`src/rtl/mem_wb_if.sv`:
```
// MEM/WB stage bundle: upstream issue, memory request/ready port and writeback outputs.
// master = the stage itself, slave = the surrounding pipeline/memory.
interface mem_wb_if #(
  parameter int DATA_W = 32,
  parameter int ADDR_W = 32,
  parameter int REG_AW = 5
);
  logic                  in_valid;
  logic                  in_ready;
  logic [ADDR_W-1:0]     in_addr;
  logic [DATA_W-1:0]     in_wdata;
  logic                  in_mem_read;
  logic                  in_mem_write;
  logic [1:0]            in_size;
  logic                  in_unsigned;
  logic [REG_AW-1:0]     in_rd;
  logic                  in_reg_write;
  logic                  flush;

  logic                  mem_req;
  logic                  mem_we;
  logic [ADDR_W-1:0]     mem_addr;
  logic [DATA_W-1:0]     mem_wdata;
  logic [DATA_W/8-1:0]   mem_be;
  logic [DATA_W-1:0]     mem_rdata;
  logic                  mem_rdy;

  logic                  wb_valid;
  logic [DATA_W-1:0]     wb_data;
  logic [ADDR_W-1:0]     wb_result;
  logic [REG_AW-1:0]     wb_rd;
  logic                  wb_reg_write;
  logic                  wb_err;

  modport master (
    input  in_valid, in_addr, in_wdata, in_mem_read, in_mem_write, in_size,
           in_unsigned, in_rd, in_reg_write, flush, mem_rdata, mem_rdy,
    output in_ready, mem_req, mem_we, mem_addr, mem_wdata, mem_be,
           wb_valid, wb_data, wb_result, wb_rd, wb_reg_write, wb_err
  );

  modport slave (
    output in_valid, in_addr, in_wdata, in_mem_read, in_mem_write, in_size,
           in_unsigned, in_rd, in_reg_write, flush, mem_rdata, mem_rdy,
    input  in_ready, mem_req, mem_we, mem_addr, mem_wdata, mem_be,
           wb_valid, wb_data, wb_result, wb_rd, wb_reg_write, wb_err
  );
endinterface

```
`src/rtl/mem_wb_stage.sv`:
```
// MEM/WB pipeline stage: sized loads/stores over a request/ready port with wait states,
// load extension, misalignment detection, flush/kill and a registered writeback bundle.
module mem_wb_stage #(
  parameter int DATA_W = 32,
  parameter int ADDR_W = 32,
  parameter int REG_AW = 5
) (
  input  logic   clk,
  input  logic   rst,
  mem_wb_if.master bus
);
  localparam int unsigned NB = DATA_W / 8;
  localparam int unsigned LB = $clog2(NB);
  localparam int unsigned DW = DATA_W;

  typedef enum logic {IDLE, BUSY} state_t;

  state_t              state_q, state_d;
  logic                kill_q, kill_d;
  logic [ADDR_W-1:0]   addr_q, addr_d;
  logic [1:0]          size_q, size_d;
  logic                uns_q, uns_d;
  logic [REG_AW-1:0]   rd_q, rd_d;
  logic                rw_q, rw_d;

  logic                mem_req_q, mem_req_d;
  logic                mem_we_q, mem_we_d;
  logic [ADDR_W-1:0]   mem_addr_q, mem_addr_d;
  logic [DATA_W-1:0]   mem_wdata_q, mem_wdata_d;
  logic [NB-1:0]       mem_be_q, mem_be_d;

  logic                wb_valid_q, wb_valid_d;
  logic [DATA_W-1:0]   wb_data_q, wb_data_d;
  logic [ADDR_W-1:0]   wb_result_q, wb_result_d;
  logic [REG_AW-1:0]   wb_rd_q, wb_rd_d;
  logic                wb_rw_q, wb_rw_d;
  logic                wb_err_q, wb_err_d;

  logic                in_ready_w, accept, is_mem, misaligned, kill_now;
  int unsigned         nb_in, lane_in, lane_c, bits, sa;
  logic [NB-1:0]       be_new;
  logic [DATA_W-1:0]   wdata_rep, shifted, tmp, load_ext;

  assign in_ready_w = (state_q == IDLE) && !rst;

  // Lane/enable/replication for the incoming access and extension of returning load data.
  always_comb begin
    nb_in   = 32'd1 << bus.in_size;
    lane_in = {{(32-LB){1'b0}}, bus.in_addr[LB-1:0]};
    be_new    = '0;
    wdata_rep = '0;
    for (int unsigned i = 0; i < NB; i++) begin
      be_new[i]         = (i >= lane_in) && (i < lane_in + nb_in);
      wdata_rep[8*i +: 8] = bus.in_wdata[8*(i % nb_in) +: 8];
    end

    case (bus.in_size)
      2'b00:   misaligned = 1'b0;
      2'b01:   misaligned = bus.in_addr[0];
      2'b10:   misaligned = |bus.in_addr[1:0];
      default: misaligned = (DATA_W == 32) || (|bus.in_addr[2:0]);
    endcase

    lane_c  = {{(32-LB){1'b0}}, addr_q[LB-1:0]};
    shifted = bus.mem_rdata >> (8 * lane_c);
    bits    = 32'd8 << size_q;
    if (bits > DW) bits = DW;
    sa  = DW - bits;
    tmp = shifted << sa;
    // Left-justify then shift back: arithmetic shift sign-extends, logical zero-extends.
    if (uns_q) load_ext = tmp >> sa;
    else       load_ext = $signed(tmp) >>> sa;
  end

  always_comb begin
    accept   = bus.in_valid && in_ready_w && !bus.flush;
    is_mem   = bus.in_mem_read || bus.in_mem_write;
    kill_now = kill_q || bus.flush;

    state_d     = state_q;
    kill_d      = kill_q;
    addr_d      = addr_q;
    size_d      = size_q;
    uns_d       = uns_q;
    rd_d        = rd_q;
    rw_d        = rw_q;
    mem_req_d   = mem_req_q;
    mem_we_d    = mem_we_q;
    mem_addr_d  = mem_addr_q;
    mem_wdata_d = mem_wdata_q;
    mem_be_d    = mem_be_q;
    wb_valid_d  = 1'b0;
    wb_data_d   = wb_data_q;
    wb_result_d = wb_result_q;
    wb_rd_d     = wb_rd_q;
    wb_rw_d     = wb_rw_q;
    wb_err_d    = wb_err_q;

    case (state_q)
      IDLE: begin
        if (accept) begin
          if (!is_mem) begin
            wb_valid_d  = 1'b1;
            wb_data_d   = DATA_W'(bus.in_addr);
            wb_result_d = bus.in_addr;
            wb_rd_d     = bus.in_rd;
            wb_rw_d     = bus.in_reg_write;
            wb_err_d    = 1'b0;
          end else if (misaligned) begin
            wb_valid_d  = 1'b1;
            wb_data_d   = '0;
            wb_result_d = bus.in_addr;
            wb_rd_d     = bus.in_rd;
            wb_rw_d     = 1'b0;
            wb_err_d    = 1'b1;
          end else begin
            state_d     = BUSY;
            kill_d      = 1'b0;
            addr_d      = bus.in_addr;
            size_d      = bus.in_size;
            uns_d       = bus.in_unsigned;
            rd_d        = bus.in_rd;
            rw_d        = bus.in_reg_write;
            mem_req_d   = 1'b1;
            mem_we_d    = bus.in_mem_write;
            mem_addr_d  = bus.in_addr & ~ADDR_W'(NB - 1);
            mem_wdata_d = wdata_rep;
            mem_be_d    = be_new;
          end
        end
      end
      BUSY: begin
        if (bus.mem_rdy) begin
          state_d   = IDLE;
          mem_req_d = 1'b0;
          kill_d    = 1'b0;
          if (!kill_now) begin
            wb_valid_d  = 1'b1;
            wb_data_d   = mem_we_q ? '0 : load_ext;
            wb_result_d = addr_q;
            wb_rd_d     = rd_q;
            wb_rw_d     = rw_q && !mem_we_q;
            wb_err_d    = 1'b0;
          end
        end else begin
          kill_d = kill_now;
        end
      end
      default: state_d = IDLE;
    endcase
  end

  always_ff @(posedge clk) begin
    if (rst) begin
      state_q     <= IDLE;
      kill_q      <= 1'b0;
      addr_q      <= '0;
      size_q      <= '0;
      uns_q       <= 1'b0;
      rd_q        <= '0;
      rw_q        <= 1'b0;
      mem_req_q   <= 1'b0;
      mem_we_q    <= 1'b0;
      mem_addr_q  <= '0;
      mem_wdata_q <= '0;
      mem_be_q    <= '0;
      wb_valid_q  <= 1'b0;
      wb_data_q   <= '0;
      wb_result_q <= '0;
      wb_rd_q     <= '0;
      wb_rw_q     <= 1'b0;
      wb_err_q    <= 1'b0;
    end else begin
      state_q     <= state_d;
      kill_q      <= kill_d;
      addr_q      <= addr_d;
      size_q      <= size_d;
      uns_q       <= uns_d;
      rd_q        <= rd_d;
      rw_q        <= rw_d;
      mem_req_q   <= mem_req_d;
      mem_we_q    <= mem_we_d;
      mem_addr_q  <= mem_addr_d;
      mem_wdata_q <= mem_wdata_d;
      mem_be_q    <= mem_be_d;
      wb_valid_q  <= wb_valid_d;
      wb_data_q   <= wb_data_d;
      wb_result_q <= wb_result_d;
      wb_rd_q     <= wb_rd_d;
      wb_rw_q     <= wb_rw_d;
      wb_err_q    <= wb_err_d;
    end
  end

  assign bus.in_ready     = in_ready_w;
  assign bus.mem_req      = mem_req_q;
  assign bus.mem_we       = mem_we_q;
  assign bus.mem_addr     = mem_addr_q;
  assign bus.mem_wdata    = mem_wdata_q;
  assign bus.mem_be       = mem_be_q;
  assign bus.wb_valid     = wb_valid_q;
  assign bus.wb_data      = wb_data_q;
  assign bus.wb_result    = wb_result_q;
  assign bus.wb_rd        = wb_rd_q;
  assign bus.wb_reg_write = wb_rw_q;
  assign bus.wb_err       = wb_err_q;
endmodule

```
`src/flat_wrapper.sv`:
```
// flat-port wrapper written by rule: the top's interface ports become plain ports
module mem_wb_stage_flat 
#(
  parameter int DATA_W = 32,
  parameter int ADDR_W = 32,
  parameter int REG_AW = 5
)
  (clk, rst, bus_in_valid, bus_in_addr, bus_in_wdata, bus_in_mem_read, bus_in_mem_write, bus_in_size, bus_in_unsigned, bus_in_rd, bus_in_reg_write, bus_flush, bus_mem_rdata, bus_mem_rdy, bus_in_ready, bus_mem_req, bus_mem_we, bus_mem_addr, bus_mem_wdata, bus_mem_be, bus_wb_valid, bus_wb_data, bus_wb_result, bus_wb_rd, bus_wb_reg_write, bus_wb_err);
  mem_wb_if #(.DATA_W(DATA_W), .ADDR_W(ADDR_W), .REG_AW(REG_AW)) bus_i ();
  input  logic clk;
  input  logic rst;
  input wire logic [$bits(bus_i.in_valid)-1:0] bus_in_valid;
  input wire logic [$bits(bus_i.in_addr)-1:0] bus_in_addr;
  input wire logic [$bits(bus_i.in_wdata)-1:0] bus_in_wdata;
  input wire logic [$bits(bus_i.in_mem_read)-1:0] bus_in_mem_read;
  input wire logic [$bits(bus_i.in_mem_write)-1:0] bus_in_mem_write;
  input wire logic [$bits(bus_i.in_size)-1:0] bus_in_size;
  input wire logic [$bits(bus_i.in_unsigned)-1:0] bus_in_unsigned;
  input wire logic [$bits(bus_i.in_rd)-1:0] bus_in_rd;
  input wire logic [$bits(bus_i.in_reg_write)-1:0] bus_in_reg_write;
  input wire logic [$bits(bus_i.flush)-1:0] bus_flush;
  input wire logic [$bits(bus_i.mem_rdata)-1:0] bus_mem_rdata;
  input wire logic [$bits(bus_i.mem_rdy)-1:0] bus_mem_rdy;
  output wire logic [$bits(bus_i.in_ready)-1:0] bus_in_ready;
  output wire logic [$bits(bus_i.mem_req)-1:0] bus_mem_req;
  output wire logic [$bits(bus_i.mem_we)-1:0] bus_mem_we;
  output wire logic [$bits(bus_i.mem_addr)-1:0] bus_mem_addr;
  output wire logic [$bits(bus_i.mem_wdata)-1:0] bus_mem_wdata;
  output wire logic [$bits(bus_i.mem_be)-1:0] bus_mem_be;
  output wire logic [$bits(bus_i.wb_valid)-1:0] bus_wb_valid;
  output wire logic [$bits(bus_i.wb_data)-1:0] bus_wb_data;
  output wire logic [$bits(bus_i.wb_result)-1:0] bus_wb_result;
  output wire logic [$bits(bus_i.wb_rd)-1:0] bus_wb_rd;
  output wire logic [$bits(bus_i.wb_reg_write)-1:0] bus_wb_reg_write;
  output wire logic [$bits(bus_i.wb_err)-1:0] bus_wb_err;
  assign bus_i.in_valid = bus_in_valid;
  assign bus_i.in_addr = bus_in_addr;
  assign bus_i.in_wdata = bus_in_wdata;
  assign bus_i.in_mem_read = bus_in_mem_read;
  assign bus_i.in_mem_write = bus_in_mem_write;
  assign bus_i.in_size = bus_in_size;
  assign bus_i.in_unsigned = bus_in_unsigned;
  assign bus_i.in_rd = bus_in_rd;
  assign bus_i.in_reg_write = bus_in_reg_write;
  assign bus_i.flush = bus_flush;
  assign bus_i.mem_rdata = bus_mem_rdata;
  assign bus_i.mem_rdy = bus_mem_rdy;
  assign bus_in_ready = bus_i.in_ready;
  assign bus_mem_req = bus_i.mem_req;
  assign bus_mem_we = bus_i.mem_we;
  assign bus_mem_addr = bus_i.mem_addr;
  assign bus_mem_wdata = bus_i.mem_wdata;
  assign bus_mem_be = bus_i.mem_be;
  assign bus_wb_valid = bus_i.wb_valid;
  assign bus_wb_data = bus_i.wb_data;
  assign bus_wb_result = bus_i.wb_result;
  assign bus_wb_rd = bus_i.wb_rd;
  assign bus_wb_reg_write = bus_i.wb_reg_write;
  assign bus_wb_err = bus_i.wb_err;
  mem_wb_stage #(.DATA_W(DATA_W), .ADDR_W(ADDR_W), .REG_AW(REG_AW)) u_core (.clk(clk), .rst(rst), .bus(bus_i));
endmodule
```
`config.mk`:
```
export PLATFORM = sky130hd
export DESIGN_NAME = mem_wb_stage_flat
export DESIGN_NICKNAME = d
export VERILOG_FILES = /design/src/rtl/mem_wb_if.sv /design/src/rtl/mem_wb_stage.sv /design/src/flat_wrapper.sv
export SDC_FILE = /design/constraint.sdc
export NUM_CORES = 1
export LEC_CHECK = 0
export CAP_MARGIN = 30
export CELL_PAD_IN_SITES_DETAIL_PLACEMENT = 1
export CELL_PAD_IN_SITES_GLOBAL_PLACEMENT = 1
export CORE_UTILIZATION = 39
export DETAILED_ROUTE_END_ITERATION = 12
export GPL_TIMING_DRIVEN = 1
export PLACE_DENSITY = 0.95
export SLEW_MARGIN = 5
export SYNTH_ARGS = -nofsm -noshare
export SYNTH_HDL_FRONTEND = slang
export SYNTH_SLANG_ARGS = --single-unit
```
`constraint.sdc`:
```
create_clock -name clk -period 21.6 [get_ports clk]
set_input_delay 4.32 -clock clk [delete_from_list [all_inputs] [get_ports clk]]
set_output_delay 4.32 -clock clk [all_outputs]
set_load 0.01 [all_outputs]
```
==> flow_summary.json <==
{
  "ys_ff_latch": 153,
  "drv_cap": 0,
  "antenna_found_initial": 0,
  "yosys.area.top_type": "dfxtp_1",
  "leakagePower_uw": 0.00444,
  "hp-class": "reg2reg",
  "startpoint_type": "primary input",
  "cp.required_ns": 21.89,
  "synthArstFlopShare_pct": 0,
  "fp-row-count": 57,
  "die_h_um": 161,
  "worstSkewPairLatency_ns": 0.44,
  "fin_skew_ns": 0.0127,
  "cts_max_path_buffers": 2,
  "worstSetupEndpointType": "flop",
  "routedWlPerCell_um": 21.9,
  "syn_to_final_growth_pct": 32.2,
  "n_fill_cell": 2889,
  "cts-resized-gates": 0,
  "status": "completed",
  "final_nets": 1543,
  "clk_pin_slew_worst_paths_ns": 0.07,
  "vias_per_cell": 6.03,
  "dieArea_um2": 25800,
  "grt_pass1_wl_mm": 59.9,
  "netlist_area_um2": 9810,
  "crit_type": "in2reg",
  "wl_met3_mm": 2.37,
  "synth.top_cell.area_share_pct": 31.2,
  "cts_sinks": 153,
  "initial_core_util_pct": 40.1,
  "drive_above_1_share_pct": 7.85,
  "wl_met2_mm": 19.3,
  "worstMarginPinSlew_ns": 1.03,
  "dp_hpwl_mm": 27.9,
  "post-route-period-util_pct": 55.1,
  "timing.critical_path.arrival_ns": 12.18,
  "drt_pass1_iterations": 5,
  "ys_types": 92,
  "grt_pass1_vias": 10897,
  "hold_viol": 0,
  "port-buffer-count": 252,
  "top_layer": "met4",
  "drt_iter0_markers": 756,
  "core_um2": 24500,
  "rsz0062_at_grt": "false",
  "finalCriticalPeriod_ns": 11.90,
  "ys_warn_count": 0,
  "vias": 10555,
  "wl_met1_mm": 15.2,
  "cts.htree.levels": 4,
  "postCtsSetupBuffers": 0,
  "yosysSeqAreaShare_pct": 31.2,
  "overflow": 0,
  "slew_viol_final": 0,
  "dp_slack_ns": 9.40,
  "ir_drop_v": 0.0000485,
  "cts-root-buf": "clkbuf_16",
  "synth_edf_count": 0,
  "cts_tree": "yes",
  "path_max_fanout": 19,
  "setup_viol": 0,
  "totalPowerFinal_uw": 802,
  "setup_ws_ns": 9.70,
  "fin_tns_setup_ns": 0,
  "dieWidth_um": 161,
  "io_pins": 255,
  "hold_buffers": 0,
  "post-route-drc-count": 0,
  "numCtsBuffers": 17,
  "track_usage_pct": 29.4,
  "wl_mm": 38.4,
  "antenna_left": 0,
  "synthTopCellsByArea": "dfxtp_1 (31%), mux2i_1 (7.3%), nor2_1 (6.9%)",
  "grt_max_degree": 111,
  "fmax_mhz": 84.1,
  "n_antenna_cell": 0,
  "max_slew_margin_pct": 31.1,
  "synth-main-ff-cell": "dfxtp_1",
  "syn_area_per_cell_um2": 7.90,
  "powerDensity_nw_per_um2": 61.9,
  "synth_cells": 1242,
  "place.gp.congestion": 0.922
}
[per-stage QoR]
stage               utilization (%)  cell area [µm²]  hold WS, ns  cells
finish                         53.0            13000        0.461   1750
floorplan                         -             9820        0.436   1244
CTS                            52.7            12900        0.463   1747
global route                   53.0            13000        0.487   1750
global placement               50.3            12300        0.441   1715
detailed placement             50.3            12300        0.450   1715
[cell usage in the layout (no fill, tap or decap), types with 4 or more instances in the layout]
cell and n:
a21oi_1 92, o21a_1 9, a311oi_1 10, dfxtp_1 152, nor2b_1 8, o21bai_1 4, nand2b_1 11, a211oi_1 73
nand3_1 14, clkbuf_16 18, mux2i_1 72, o22ai_1 6, a221o_1 6, nor2_1 180, conb_1 4, a31oi_1 9
buf_4 19, nor3_1 13, o21ai_1 12, a2bb2oi_1 5, mux2_2 10, inv_8 5, mux4_2 16, inv_1 30
clkinv_8 5, o21ai_0 69, ha_1 17, nand2_1 159, clkdlybuf4s50_1 251, o211ai_1 8, a22oi_1 35
[per-layer routing]
metal	vias up	global-route usage, %
li1	4824	-
met1	5230	34.3
met2	421	52.4
met3	80	5.06
met4	0	12.8
met5	-	0
[cells in the mapped netlist, types with 4 or more instances]
master     count
a31oi_1        9
a311oi_1      10
o21a_1         9
a21oi_1       93
mux2i_1       72
nand2_1      159
o21ai_0       69
mux4_2        16
nand3_1       14
mux2_2        10
clkbuf_1      78
nor3_1        15
buf_4         33
a22oi_1       35
a211oi_1      73
dfxtp_1      153
o21bai_1       4
inv_1         30
ha_1          17
a2bb2oi_1      5
a221o_1        6
o211ai_1       8
nor2_1       180
o22ai_1        6
o21ai_1       12
buf_1          7
nor2b_1        8
nand2b_1      11
[power by group]
group          total [µW]  internal (µW)  switching, µW
combinational         202           85.0            117
clock                 304            156            147
sequential            297            291           5.72
total                 802            533            270
[worst max-delay path: stages]
cell,delay [ns]
clkdlybuf4s50_1,0.55
inv_1,0.20
ha_1,0.63
inv_1,0.14
ha_1,0.60
inv_1,0.27
o21ai_1,0.31
a221oi_2,0.13
nor3_1,0.22
buf_4,0.21
mux2i_1,0.41
nand3_2,0.21
or3_4,0.46
a2111oi_4,0.91
nor2_2,0.09
a2111oi_4,0.39
o21bai_2,0.22
o221ai_2,0.19
a21oi_4,0.25
a41oi_1,0.27
a2111oi_4,0.67
nor2_4,0.12
a211oi_1,0.29
o21ai_1,0.09
[area by class of cell]
cell class	instances	area [µm²]	area share (%)
multi-input combinational	939	6070	46.8
clock buffer	17	425	3.28
tap	324	405	3.13
clock inverter	15	179	1.38
inverter	30	113	0.869
sequential	153	3060	23.6
timing repair buffer	272	2710	20.9
[sequential cells by signal (all words and copies together), names as in the netlist]
name                     flops
u_core.addr_q               32
u_core.bus.mem_be            4
u_core.bus.mem_req           1
u_core.bus.mem_wdata        32
u_core.bus.mem_we            1
u_core.bus.wb_data          32
u_core.bus.wb_err            1
u_core.bus.wb_rd             5
u_core.bus.wb_reg_write      1
u_core.bus.wb_result        32
u_core.bus.wb_valid          1
u_core.kill_q                1
u_core.rd_q                  5
u_core.rw_q                  1
u_core.size_q                2
u_core.state_q               1
u_core.uns_q                 1
[path summary, 6_finish.rpt]
kind	startpoint	endpoint	slack, ns	depth (start not counted)
min	u_core.rd_q[1]	u_core.rd_q[1]	0.46	2
min reg2reg	u_core.rd_q[1]	u_core.rd_q[1]	0.46	2
max reg2reg	u_core.size_q[1]	u_core.bus.wb_data[13]	17.73	12
max	bus_in_size[0]	u_core.bus.mem_wdata[1]	9.70	24
[cells by family (layout without fill, tap and decap cells)]
logic type / count (synthesis) / in the layout / share of synthesized area [%]
and+or+nand+nor: 418 / 418 / 18.3
AOI/OAI and AO/OA: 398 / 398 / 28.4
DFF: 153 / 153 / 31.2
buffers and inverters: 152 / 334 / 7.19
muxes: 98 / 98 / 12.2
adders and majority gates: 19 / 19 / 2.47
other: 2 / 4 / 0.0766
xor gates and xnor gates: 2 / 2 / 0.179
Power figures use the tool's default switching activity.
